File: src/rtl/lcd_pkg.sv
// Shared defaults and FSM state type for the ROM-to-LCD pixel fetch path.
package lcd_pkg;
    localparam int ADDR_WIDTH_DEF = 17;
    localparam int DATA_WIDTH_DEF = 16;

    typedef enum logic [1:0] {
        IDLE  = 2'd0,
        FETCH = 2'd1,
        DRAIN = 2'd2
    } fetch_state_e;
endpackage

File: src/rtl/rom_pixel_fetch_if.sv
// Burst control, pixel ROM and LCD pixel stream signals of rom_pixel_fetch.
interface rom_pixel_fetch_if import lcd_pkg::*; #(
    parameter int ADDR_WIDTH = ADDR_WIDTH_DEF,
    parameter int DATA_WIDTH = DATA_WIDTH_DEF
);
    logic                  start_i;
    logic [ADDR_WIDTH-1:0] base_addr_i;
    logic [ADDR_WIDTH:0]   pixel_count_i;
    logic                  busy_o;
    logic                  done_o;
    logic [ADDR_WIDTH-1:0] rom_addr_o;
    logic [DATA_WIDTH-1:0] rom_data_i;
    logic [DATA_WIDTH-1:0] pix_data_o;
    logic                  pix_valid_o;
    logic                  pix_ready_i;
    logic                  pix_last_o;

    modport slave (
        input  start_i, base_addr_i, pixel_count_i, rom_data_i, pix_ready_i,
        output busy_o, done_o, rom_addr_o, pix_data_o, pix_valid_o, pix_last_o
    );

    modport master (
        output start_i, base_addr_i, pixel_count_i, rom_data_i, pix_ready_i,
        input  busy_o, done_o, rom_addr_o, pix_data_o, pix_valid_o, pix_last_o
    );
endinterface

File: src/rtl/pix_fifo2.sv
// Two-entry valid/ready FIFO; output word is held in a register so it stays
// stable while the consumer stalls.
module pix_fifo2 #(
    parameter int W = 17
) (
    input  logic         clk,
    input  logic         rst_n,
    input  logic         in_valid_i,
    output logic         in_ready_o,
    input  logic [W-1:0] in_data_i,
    output logic         out_valid_o,
    input  logic         out_ready_i,
    output logic [W-1:0] out_data_o,
    output logic         full_o,
    output logic         empty_o
);
    logic [1:0][W-1:0] mem_q;
    logic              wr_ptr_q;
    logic              rd_ptr_q;
    logic [1:0]        cnt_q;
    logic              push;
    logic              pop;

    assign full_o      = (cnt_q == 2'd2);
    assign empty_o     = (cnt_q == 2'd0);
    assign in_ready_o  = ~full_o;
    assign out_valid_o = ~empty_o;
    assign out_data_o  = mem_q[rd_ptr_q];
    assign push        = in_valid_i & in_ready_o;
    assign pop         = out_valid_o & out_ready_i;

    always_ff @(posedge clk or negedge rst_n) begin
        if (!rst_n) begin
            mem_q    <= '0;
            wr_ptr_q <= 1'b0;
            rd_ptr_q <= 1'b0;
            cnt_q    <= 2'd0;
        end else begin
            if (push) begin
                mem_q[wr_ptr_q] <= in_data_i;
                wr_ptr_q        <= ~wr_ptr_q;
            end
            if (pop) rd_ptr_q <= ~rd_ptr_q;
            cnt_q <= cnt_q + {1'b0, push} - {1'b0, pop};
        end
    end
endmodule

File: src/rtl/rom_pixel_fetch.sv
// Streams a burst of RGB565 words from a 1-cycle-latency pixel ROM into a
// valid/ready pixel stream, with flow control so no ROM word is ever dropped.
module rom_pixel_fetch import lcd_pkg::*; #(
    parameter int ADDR_WIDTH = ADDR_WIDTH_DEF,
    parameter int DATA_WIDTH = DATA_WIDTH_DEF
) (
    input  logic              clk,
    input  logic              rst_n,
    rom_pixel_fetch_if.slave  bus
);
    localparam logic [ADDR_WIDTH:0] CNT_ZERO = '0;
    localparam logic [ADDR_WIDTH:0] CNT_ONE  = {{ADDR_WIDTH{1'b0}}, 1'b1};

    fetch_state_e          state_q;
    logic [ADDR_WIDTH-1:0] addr_q;
    logic [ADDR_WIDTH-1:0] addr_d;
    logic [ADDR_WIDTH-1:0] last_addr_q;
    logic [ADDR_WIDTH:0]   remain_q;
    logic [ADDR_WIDTH:0]   remain_d;
    logic                  rd_vld_q;
    logic                  rd_last_q;
    logic                  done_q;

    logic                  fifo_in_ready;
    logic                  fifo_out_valid;
    logic [DATA_WIDTH:0]   fifo_out_data;
    logic                  fifo_full;
    logic                  fifo_empty;

    logic                  pop_w;
    logic                  issue_w;
    logic                  issue_last_w;
    logic [1:0]            occ_w;
    logic [2:0]            used_w;
    logic [2:0]            avail_w;

    // A word popped this cycle frees its slot in time for a read issued now,
    // which is what allows one pixel per clock with only two entries.
    assign pop_w        = fifo_out_valid & bus.pix_ready_i;
    assign occ_w        = {fifo_full, ~fifo_full & ~fifo_empty};
    assign used_w       = {1'b0, occ_w} + {2'b00, rd_vld_q};
    assign avail_w      = 3'd2 + {2'b00, pop_w};
    assign issue_w      = (state_q == FETCH) && (remain_q != CNT_ZERO) && (used_w < avail_w);
    assign issue_last_w = issue_w && (remain_q == CNT_ONE);
    assign addr_d       = addr_q + 1'b1;
    assign remain_d     = remain_q - CNT_ONE;

    always_ff @(posedge clk or negedge rst_n) begin
        if (!rst_n) begin
            state_q     <= IDLE;
            addr_q      <= '0;
            last_addr_q <= '0;
            remain_q    <= '0;
            rd_vld_q    <= 1'b0;
            rd_last_q   <= 1'b0;
            done_q      <= 1'b0;
        end else begin
            done_q    <= 1'b0;
            rd_vld_q  <= issue_w;
            rd_last_q <= issue_last_w;
            if (issue_w) begin
                last_addr_q <= addr_q;
                addr_q      <= addr_d;
                remain_q    <= remain_d;
            end
            case (state_q)
                IDLE: begin
                    if (bus.start_i) begin
                        if (bus.pixel_count_i == CNT_ZERO) begin
                            done_q <= 1'b1;
                        end else begin
                            addr_q   <= bus.base_addr_i;
                            remain_q <= bus.pixel_count_i;
                            state_q  <= FETCH;
                        end
                    end
                end
                FETCH: begin
                    if (issue_last_w) state_q <= DRAIN;
                end
                DRAIN: begin
                    if (pop_w && fifo_out_data[DATA_WIDTH]) begin
                        state_q <= IDLE;
                        done_q  <= 1'b1;
                    end
                end
                default: state_q <= IDLE;
            endcase
        end
    end

    // The ROM registers the address itself, so the issued address is driven
    // straight out; between reads the last issued address is held.
    assign bus.rom_addr_o  = issue_w ? addr_q : last_addr_q;
    assign bus.busy_o      = (state_q != IDLE);
    assign bus.done_o      = done_q;
    assign bus.pix_valid_o = fifo_out_valid;
    assign bus.pix_data_o  = fifo_out_data[DATA_WIDTH-1:0];
    assign bus.pix_last_o  = fifo_out_valid & fifo_out_data[DATA_WIDTH];

    pix_fifo2 #(.W(DATA_WIDTH + 1)) u_fifo (
        .clk         (clk),
        .rst_n       (rst_n),
        .in_valid_i  (rd_vld_q),
        .in_ready_o  (fifo_in_ready),
        .in_data_i   ({rd_last_q, bus.rom_data_i}),
        .out_valid_o (fifo_out_valid),
        .out_ready_i (bus.pix_ready_i),
        .out_data_o  (fifo_out_data),
        .full_o      (fifo_full),
        .empty_o     (fifo_empty)
    );

    a_no_drop: assert property (@(posedge clk) disable iff (!rst_n) rd_vld_q |-> fifo_in_ready);
endmodule

File: src/flat_wrapper.sv
// flat-port wrapper written by rule: the top's interface ports become plain ports
module rom_pixel_fetch_flat import lcd_pkg::*;
#(
    parameter int ADDR_WIDTH = ADDR_WIDTH_DEF,
    parameter int DATA_WIDTH = DATA_WIDTH_DEF
)
  (clk, rst_n, bus_start_i, bus_base_addr_i, bus_pixel_count_i, bus_rom_data_i, bus_pix_ready_i, bus_busy_o, bus_done_o, bus_rom_addr_o, bus_pix_data_o, bus_pix_valid_o, bus_pix_last_o);
  rom_pixel_fetch_if #(.ADDR_WIDTH(ADDR_WIDTH), .DATA_WIDTH(DATA_WIDTH)) bus_i ();
  input  logic clk;
  input  logic rst_n;
  input wire logic [$bits(bus_i.start_i)-1:0] bus_start_i;
  input wire logic [$bits(bus_i.base_addr_i)-1:0] bus_base_addr_i;
  input wire logic [$bits(bus_i.pixel_count_i)-1:0] bus_pixel_count_i;
  input wire logic [$bits(bus_i.rom_data_i)-1:0] bus_rom_data_i;
  input wire logic [$bits(bus_i.pix_ready_i)-1:0] bus_pix_ready_i;
  output wire logic [$bits(bus_i.busy_o)-1:0] bus_busy_o;
  output wire logic [$bits(bus_i.done_o)-1:0] bus_done_o;
  output wire logic [$bits(bus_i.rom_addr_o)-1:0] bus_rom_addr_o;
  output wire logic [$bits(bus_i.pix_data_o)-1:0] bus_pix_data_o;
  output wire logic [$bits(bus_i.pix_valid_o)-1:0] bus_pix_valid_o;
  output wire logic [$bits(bus_i.pix_last_o)-1:0] bus_pix_last_o;
  assign bus_i.start_i = bus_start_i;
  assign bus_i.base_addr_i = bus_base_addr_i;
  assign bus_i.pixel_count_i = bus_pixel_count_i;
  assign bus_i.rom_data_i = bus_rom_data_i;
  assign bus_i.pix_ready_i = bus_pix_ready_i;
  assign bus_busy_o = bus_i.busy_o;
  assign bus_done_o = bus_i.done_o;
  assign bus_rom_addr_o = bus_i.rom_addr_o;
  assign bus_pix_data_o = bus_i.pix_data_o;
  assign bus_pix_valid_o = bus_i.pix_valid_o;
  assign bus_pix_last_o = bus_i.pix_last_o;
  rom_pixel_fetch #(.ADDR_WIDTH(ADDR_WIDTH), .DATA_WIDTH(DATA_WIDTH)) u_core (.clk(clk), .rst_n(rst_n), .bus(bus_i));
endmodule
File: config.mk
export PLATFORM = sky130hd
export DESIGN_NAME = rom_pixel_fetch_flat
export DESIGN_NICKNAME = d
export VERILOG_FILES = /design/src/rtl/lcd_pkg.sv /design/src/rtl/rom_pixel_fetch_if.sv /design/src/rtl/pix_fifo2.sv /design/src/rtl/rom_pixel_fetch.sv /design/src/flat_wrapper.sv
export SDC_FILE = /design/constraint.sdc
export NUM_CORES = 1
export LEC_CHECK = 0
export BUFFER_PORTS_ARGS = -buffer_cell sky130_fd_sc_hd__buf_2
export CORE_UTILIZATION = 41
export DETAILED_ROUTE_END_ITERATION = 10
export PLACE_DENSITY_LB_ADDON = 0.1
export SLEW_MARGIN = 15
export SYNTH_ARGS = -nofsm -noshare
export SYNTH_HDL_FRONTEND = slang
export SYNTH_HIERARCHICAL = 1
export SYNTH_SLANG_ARGS = --single-unit
File: constraint.sdc
create_clock -name clk -period 2.7 [get_ports clk]
set_clock_uncertainty 0.15 [all_clocks]
set_input_delay 0.54 -clock clk [delete_from_list [all_inputs] [get_ports clk]]
set_output_delay 0.54 -clock clk [all_outputs]
set_load 0.01 [all_outputs]
# After elaboration in Yosys (flattened, before gate mapping)
# Index checks and enable logic that the tools add are counted.
# classes
add_sub_neg	6
n_lt_le_gt_ge	4
n_eq_ne	8
mux	23
n_bitwise	8
reduce_logical	11
# ops
cell	count
$mux W17	8
$mux W18	4
$bwmux W34	1
$eq A18 B1 Y1 const B	1
$logic_not A18 Y1	1
$reduce_bool A18 Y1	1
$sub A18 B1 Y18 const B	1
$add A17 B1 Y17 const B	1
$demux W17 S1	1
$mux W2	4
$pmux W2 S3	1
$logic_and A1 B1 Y1	5
$and A1 B1 Y1	4
$eq A2 B2 Y1 const B	2
$logic_not A2 Y1	2
$lt A1 B2 Y1 const B	2
$ne A2 B1 Y1 const B	2
$ne A2 B2 Y1 const B	2
$not A1 Y1	4
$reduce_and A4 Y1	1
$add A2 B1 Y3	1
$add A2 B1 Y3 const A	1
$lt A3 B3 Y1	1
$mux W1	3
6 further kinds	6
# word_totals
reg_bits	95
inputBits	55
output_inout_bits	37
wordCells	72

# Longest topological paths before layout
# logic_depth
depth_word	10
ltp_mapped	12
ltp_nobuf	11

# By module
# Netlist, hierarchy kept.
# modules_own_cells
module	n_inst	cells_per_inst	area_each_um2	seq_area_each_um2
rom_pixel_fetch	1	337	3126.7	1426.4
pix_fifo2	1	109	1781.7	950.9

# Worst setup path after synthesis
# No wires, ideal clock.
# synth_path
path_type	reg-to-output
startpoint	register u_core.u_fifo.cnt_q[1]
endpoint	output bus_rom_addr_o[10]
arrival_ns	2.244
required_time_ns	2.010
path_slack_ns	-0.234
path_stages_with_launch	11
path_buffers	1
path_cell_list	dfrtp_1 > or2_2 > inv_1 > nor2_1 > ha_1 > ha_1 > nor3b_1 > o21a_1 > o21ai_4 > buf_4 > o21ai_0
# synth_between
elab_chain_len	7
word_cells_on_any_way	11
cone_classes	add/sub (2); order compare (1); eq/ne (1); mux (1); bitwise (4); reduce/logical (2)
# synth_rtl
item	line_no	rtl
start: declaration	pix_fifo2.sv:20	logic [1:0] cnt_q;
start signal: assignment	pix_fifo2.sv:44	cnt_q <= cnt_q + {1'b0, push} - {1'b0, pop};
$logic_not A2 Y1 *	pix_fifo2.sv:25	assign empty_o = (cnt_q == 2'd0);
$not A1 Y1 *	pix_fifo2.sv:27	assign out_valid_o = ~empty_o;
named net bus_pix_valid_o	flat_wrapper.sv:20	output wire logic [$bits(bus_i.pix_valid_o)-1:0] bus_pix_valid_o;
$and A1 B1 Y1 (on tied branches)	rom_pixel_fetch.sv:40, rom_pixel_fetch.sv:39	
$add A2 B1 Y3 (on tied branches)	rom_pixel_fetch.sv:41, rom_pixel_fetch.sv:42	
$lt A3 B3 Y1 *	rom_pixel_fetch.sv:43	assign issue_w = (state_q == FETCH) && (remain_q != CNT_ZERO) && (used_w < avail_w);
$logic_and A1 B1 Y1 *	rom_pixel_fetch.sv:43	
$mux W17 *	rom_pixel_fetch.sv:94	assign bus.rom_addr_o = issue_w ? addr_q : last_addr_q;
end: declaration	flat_wrapper.sv:18	output wire logic [$bits(bus_i.rom_addr_o)-1:0] bus_rom_addr_o;
# The timed path passes the listed nets; every way through them passes the cells marked *.

# Worst setup path after layout
# layout_path
startpoint	register u_core.u_fifo.cnt_q[1]
endpoint	output bus_rom_addr_o[11]
# layout_between
elab_chain_len	7
word_cells_on_any_way	11
cone_classes	add/sub (2); order compare (1); eq/ne (1); mux (1); bitwise (4); reduce/logical (2)
# layout_rtl
item	line_no	rtl
$logic_not A2 Y1 *	pix_fifo2.sv:25	
named net u_core.fifo_empty	rom_pixel_fetch.sv:28	logic fifo_empty;
$not A1 Y1 *	pix_fifo2.sv:27, rom_pixel_fetch.sv:40	
$and A1 B1 Y1 (on tied branches)	rom_pixel_fetch.sv:40, rom_pixel_fetch.sv:39	
$add A2 B1 Y3 (on tied branches)	rom_pixel_fetch.sv:41, rom_pixel_fetch.sv:42	
$lt A3 B3 Y1 *	rom_pixel_fetch.sv:43	
$logic_and A1 B1 Y1 *	rom_pixel_fetch.sv:43	
$mux W17 *	rom_pixel_fetch.sv:94	
# Marked as above.

==> impl_metrics.py <==
metrics = {
    "synthesis": {
        "ys_ff_latch": 95,
        "synthTopCellsByArea": "dfrtp_1 48%, mux2_2 7.1%, mux2_4 6.1%",
        "yosysWarnings": 6,
        "synth_seq_area_share_pct": 48.4,
        "synth_top_cell_area_share_pct": 48.4,
        "synth_cells": 446,
        "yosys.area.top_type": "dfrtp_1",
        "synth_most_common_cell": "dfrtp_1",
        "synth_cell_type_count": 58,
        "synth_top_family_by_area": "simple AND/OR/NAND/NOR gates",
        "synth_xor_area_share_pct": 3.93,
        "synth_common_cells": "95 x dfrtp_1, 62 x nand2_1, 38 x nor2_1",
        "synth_area_um2": 4910,
        "synth_compound_area_share_pct": 11.3,
        "synthMuxAreaShare_pct": 13.2,
        "synth_adder_area_share_pct": 2.04,
        "synth-simple-area-share_pct": 16.7,
        "synth_edf_count": 0,
        "async_flop_share_pct": 100,
        "syn_area_per_cell_um2": 11.0,
        "synth_flop_cell": "dfrtp_1",
        "synth_nets": 509,
    },
    "critical_path": {
        "r2r_end": "u_core/addr_q[13]",
        "end_kind": "output pin",
        "r2r_cells": 13,
        "r2r_setup_slack_ns": -0.04,
        "worstPathMaxFanout": 6,
        "worst_setup_path_start_kind": "register",
        "crit_arrival_ns": 2.44,
        "worstPathRequired_ns": 2.01,
        "crit_type": "reg2out",
        "reg2reg_from": "u_core/u_fifo/cnt_q[1]",
    },
    "routing": {
        "wl_um": 11200,
        "drc": 14,
        "initialDrtViolationCount": 135,
        "via_per_inst": 5.33,
        "route.antenna.remaining_nets": 0,
        "routedWlPerCell_um": 15.9,
        "drtPass1Iterations": 7,
        "num_vias": 3780,
    },
    "global_route": {
        "use_met2_pct": 32.1,
        "top_usage_layer": "met2",
        "overflow": 0,
        "grt_usage_pct": 19.1,
        "met1_usage_pct": 25.5,
        "antenna_found_initial": 0,
        "grt_pass1_wl_um": 19000,
        "first_global_vias": 3844,
        "grt_max_degree": 59,
        "use_met3_pct": 3.70,
    },
    "power": {
        "power.leakage_uw": 0.00284,
        "ir_drop_mv": 0.632,
        "cellPowerDensity_nw_per_um2": 1490,
    },
    "clocking": {
        "cts_tree": "built",
        "cts-root-buf": "clkbuf_16",
        "path_clk_slew_ns": 0.07,
        "cts_buffers": 9,
        "h-tree-depth": 3,
        "insertion_delay_ns": 0.34,
        "cts.sinks": 95,
        "clockBufferDepth": 2,
    },
    "timing": {
        "slew_headroom_pct": 61.6,
        "hold_viol_final": 0,
        "final_max_slew_viol_count": 0,
        "setup-tns-final_ns": -7.01,
        "fmax_ghz": 0.319,
        "rsz0062_at_grt": "yes",
        "worstMarginPinSlew_ns": 0.571,
        "timing.final.ws_setup_ns": -0.432,
        "setup_viol": 19,
        "period_needed_ns": 3.13,
        "post-route-period-util_pct": 116,
    },
    "min_path": {
        "whs_path_depth": 2,
        "min_to": "u_core/u_fifo/mem_q[11]",
        "hold_path.class": "in2reg",
        "min_from": "bus_rom_data_i[11]",
    },
    "layout": {
        "n_antenna_cell": 0,
        "multi_input_comb_area_um2": 2460,
        "seqCellArea_um2": 2380,
        "fin_cells": 709,
        "layout-drive-gt1-share_pct": 44.2,
        "areaGrowthSynthToFinish_pct": 29.0,
        "final_util_pct": 54.7,
        "nets": 625,
        "nFillCells": 1050,
    },
    "status": {
        "status": "finished with violations",
        "violations": "design-rule violations, negative setup slack",
    },
    "die": {
        "start_util_pct": 42.4,
        "die_y_um": 111,
        "die-area_um2": 12400,
        "pin_count": 92,
        "core_area_um2": 11600,
        "rows": 39,
        "die_w_um": 111,
    },
    "placed_design": {
        "placement.io_buffers": 91,
        "gp_congestion": 0.839,
        "dp_hpwl_um": 7740,
        "dp.cells": 682,
    },
    "job": {
        "max_cap_viol_count": 0,
    },
}
## power by group
part	internal (uW)	leakage (uW)	switching, uW
logic	3010	0.00155	2560
clock network	719	0.000142	550
registers	2080	0.00115	492
## worst max-delay path: stages (launching register included)
cell	delay (ns)
dfrtp_1	0.38
or2_4	0.25
inv_2	0.05
nor2_2	0.03
ha_2	0.29
and3b_1	0.18
o21a_1	0.23
o21ai_4	0.15
inv_4	0.10
clkbuf_16	0.18
nand2_2	0.07
nand2_2	0.06
buf_6	0.12
## repair_timing
action | in CTS | in global routing
endpoints found under the hold margin | 2 | 0
endpoints found under the setup margin | 20 | 26
gates cloned | 0 | 3
gates resized for setup | 12 | 41
setup buffers | 1 | 7
hold buffers | 1 | 0
pin swaps | 0 | 25
## placed cells by master (no fill, tap or decap), types with 16 or more instances in the layout
cell type / synthesis / final
a21oi_1: 17 / 17
nand2_2: 0 / 27
mux2_4: 20 / 20
buf_2: 6 / 74
mux2_2: 31 / 31
nor2_1: 38 / 37
a31oi_1: 16 / 16
buf_4: 3 / 27
nand2_1: 62 / 33
buf_6: 6 / 18
dfrtp_1: 95 / 95
## layout make-up
class                           instances  share of cell area (%)
Clock buffer                            9                    3.56
Inverter                               11                   0.731
Sequential cell                        95                    37.6
Clock inverter                          6                    1.09
Tap cell                              143                    2.83
Timing Repair Buffer                  129                    15.4
Multi-Input combinational cell        316                    38.8
## metrics by stage
stage	setup slack (ns)	total power, uW	area, um2	hold slack [ns]
final	-0.432	9410	6330	0.292
after detailed placement	-0.0956	6910	5670	0.194
after floorplan	0.00958	5560	4950	0.0944
after CTS	-0.431	8490	6040	0.280
after global routing	-0.539	10100	6330	0.287
after global placement	-0.0668	6850	5670	0.194
## layer usage
layer | vias to the layer above | part of all wire (%)
met5 | - | 0
met4 | 0 | 0.89
met3 | 10 | 3.9
met2 | 71 | 49
met1 | 1863 | 46
li1 | 1836 | -
## registers in the layout, indices dropped and copies added, names as in the netlist
name / count
u_core/u_fifo/mem_q: 34
u_core/u_fifo/rd_ptr_q: 1
u_core/bus.done_o: 1
u_core/last_addr_q: 17
u_core/rd_last_q: 1
u_core/remain_q: 18
u_core/u_fifo/wr_ptr_q: 1
u_core/state_q: 2
u_core/rd_vld_q: 1
u_core/addr_q: 17
u_core/u_fifo/cnt_q: 2
## cell families (layout without fill, tap and decap cells)
logic type      count (synthesis)  after routing
mux                            51             51
buf+inv                        35            155
simple gates                  159            159
xor+xnor                       22             22
compound gates                 76             76
fa+ha+maj                       8              8
flops                          95             95
## worst max path at each step
stage | start | end | slack [ns] | cells past startpoint
final | u_core/u_fifo/cnt_q[1] | bus_rom_addr_o[11] | -0.43 | 12
after global routing | u_core/u_fifo/cnt_q[1] | bus_rom_addr_o[1] | -0.54 | 13
after CTS | u_core/u_fifo/cnt_q[0] | bus_rom_addr_o[1] | -0.43 | 13
after detailed placement | u_core/u_fifo/cnt_q[0] | bus_rom_addr_o[10] | -0.1 | 11
after global placement | u_core/u_fifo/cnt_q[0] | bus_rom_addr_o[10] | -0.07 | 11
after floorplan | u_core/u_fifo/cnt_q[1] | bus_rom_addr_o[11] | 0.01 | 12
Power figures use the tool's default switching activity.
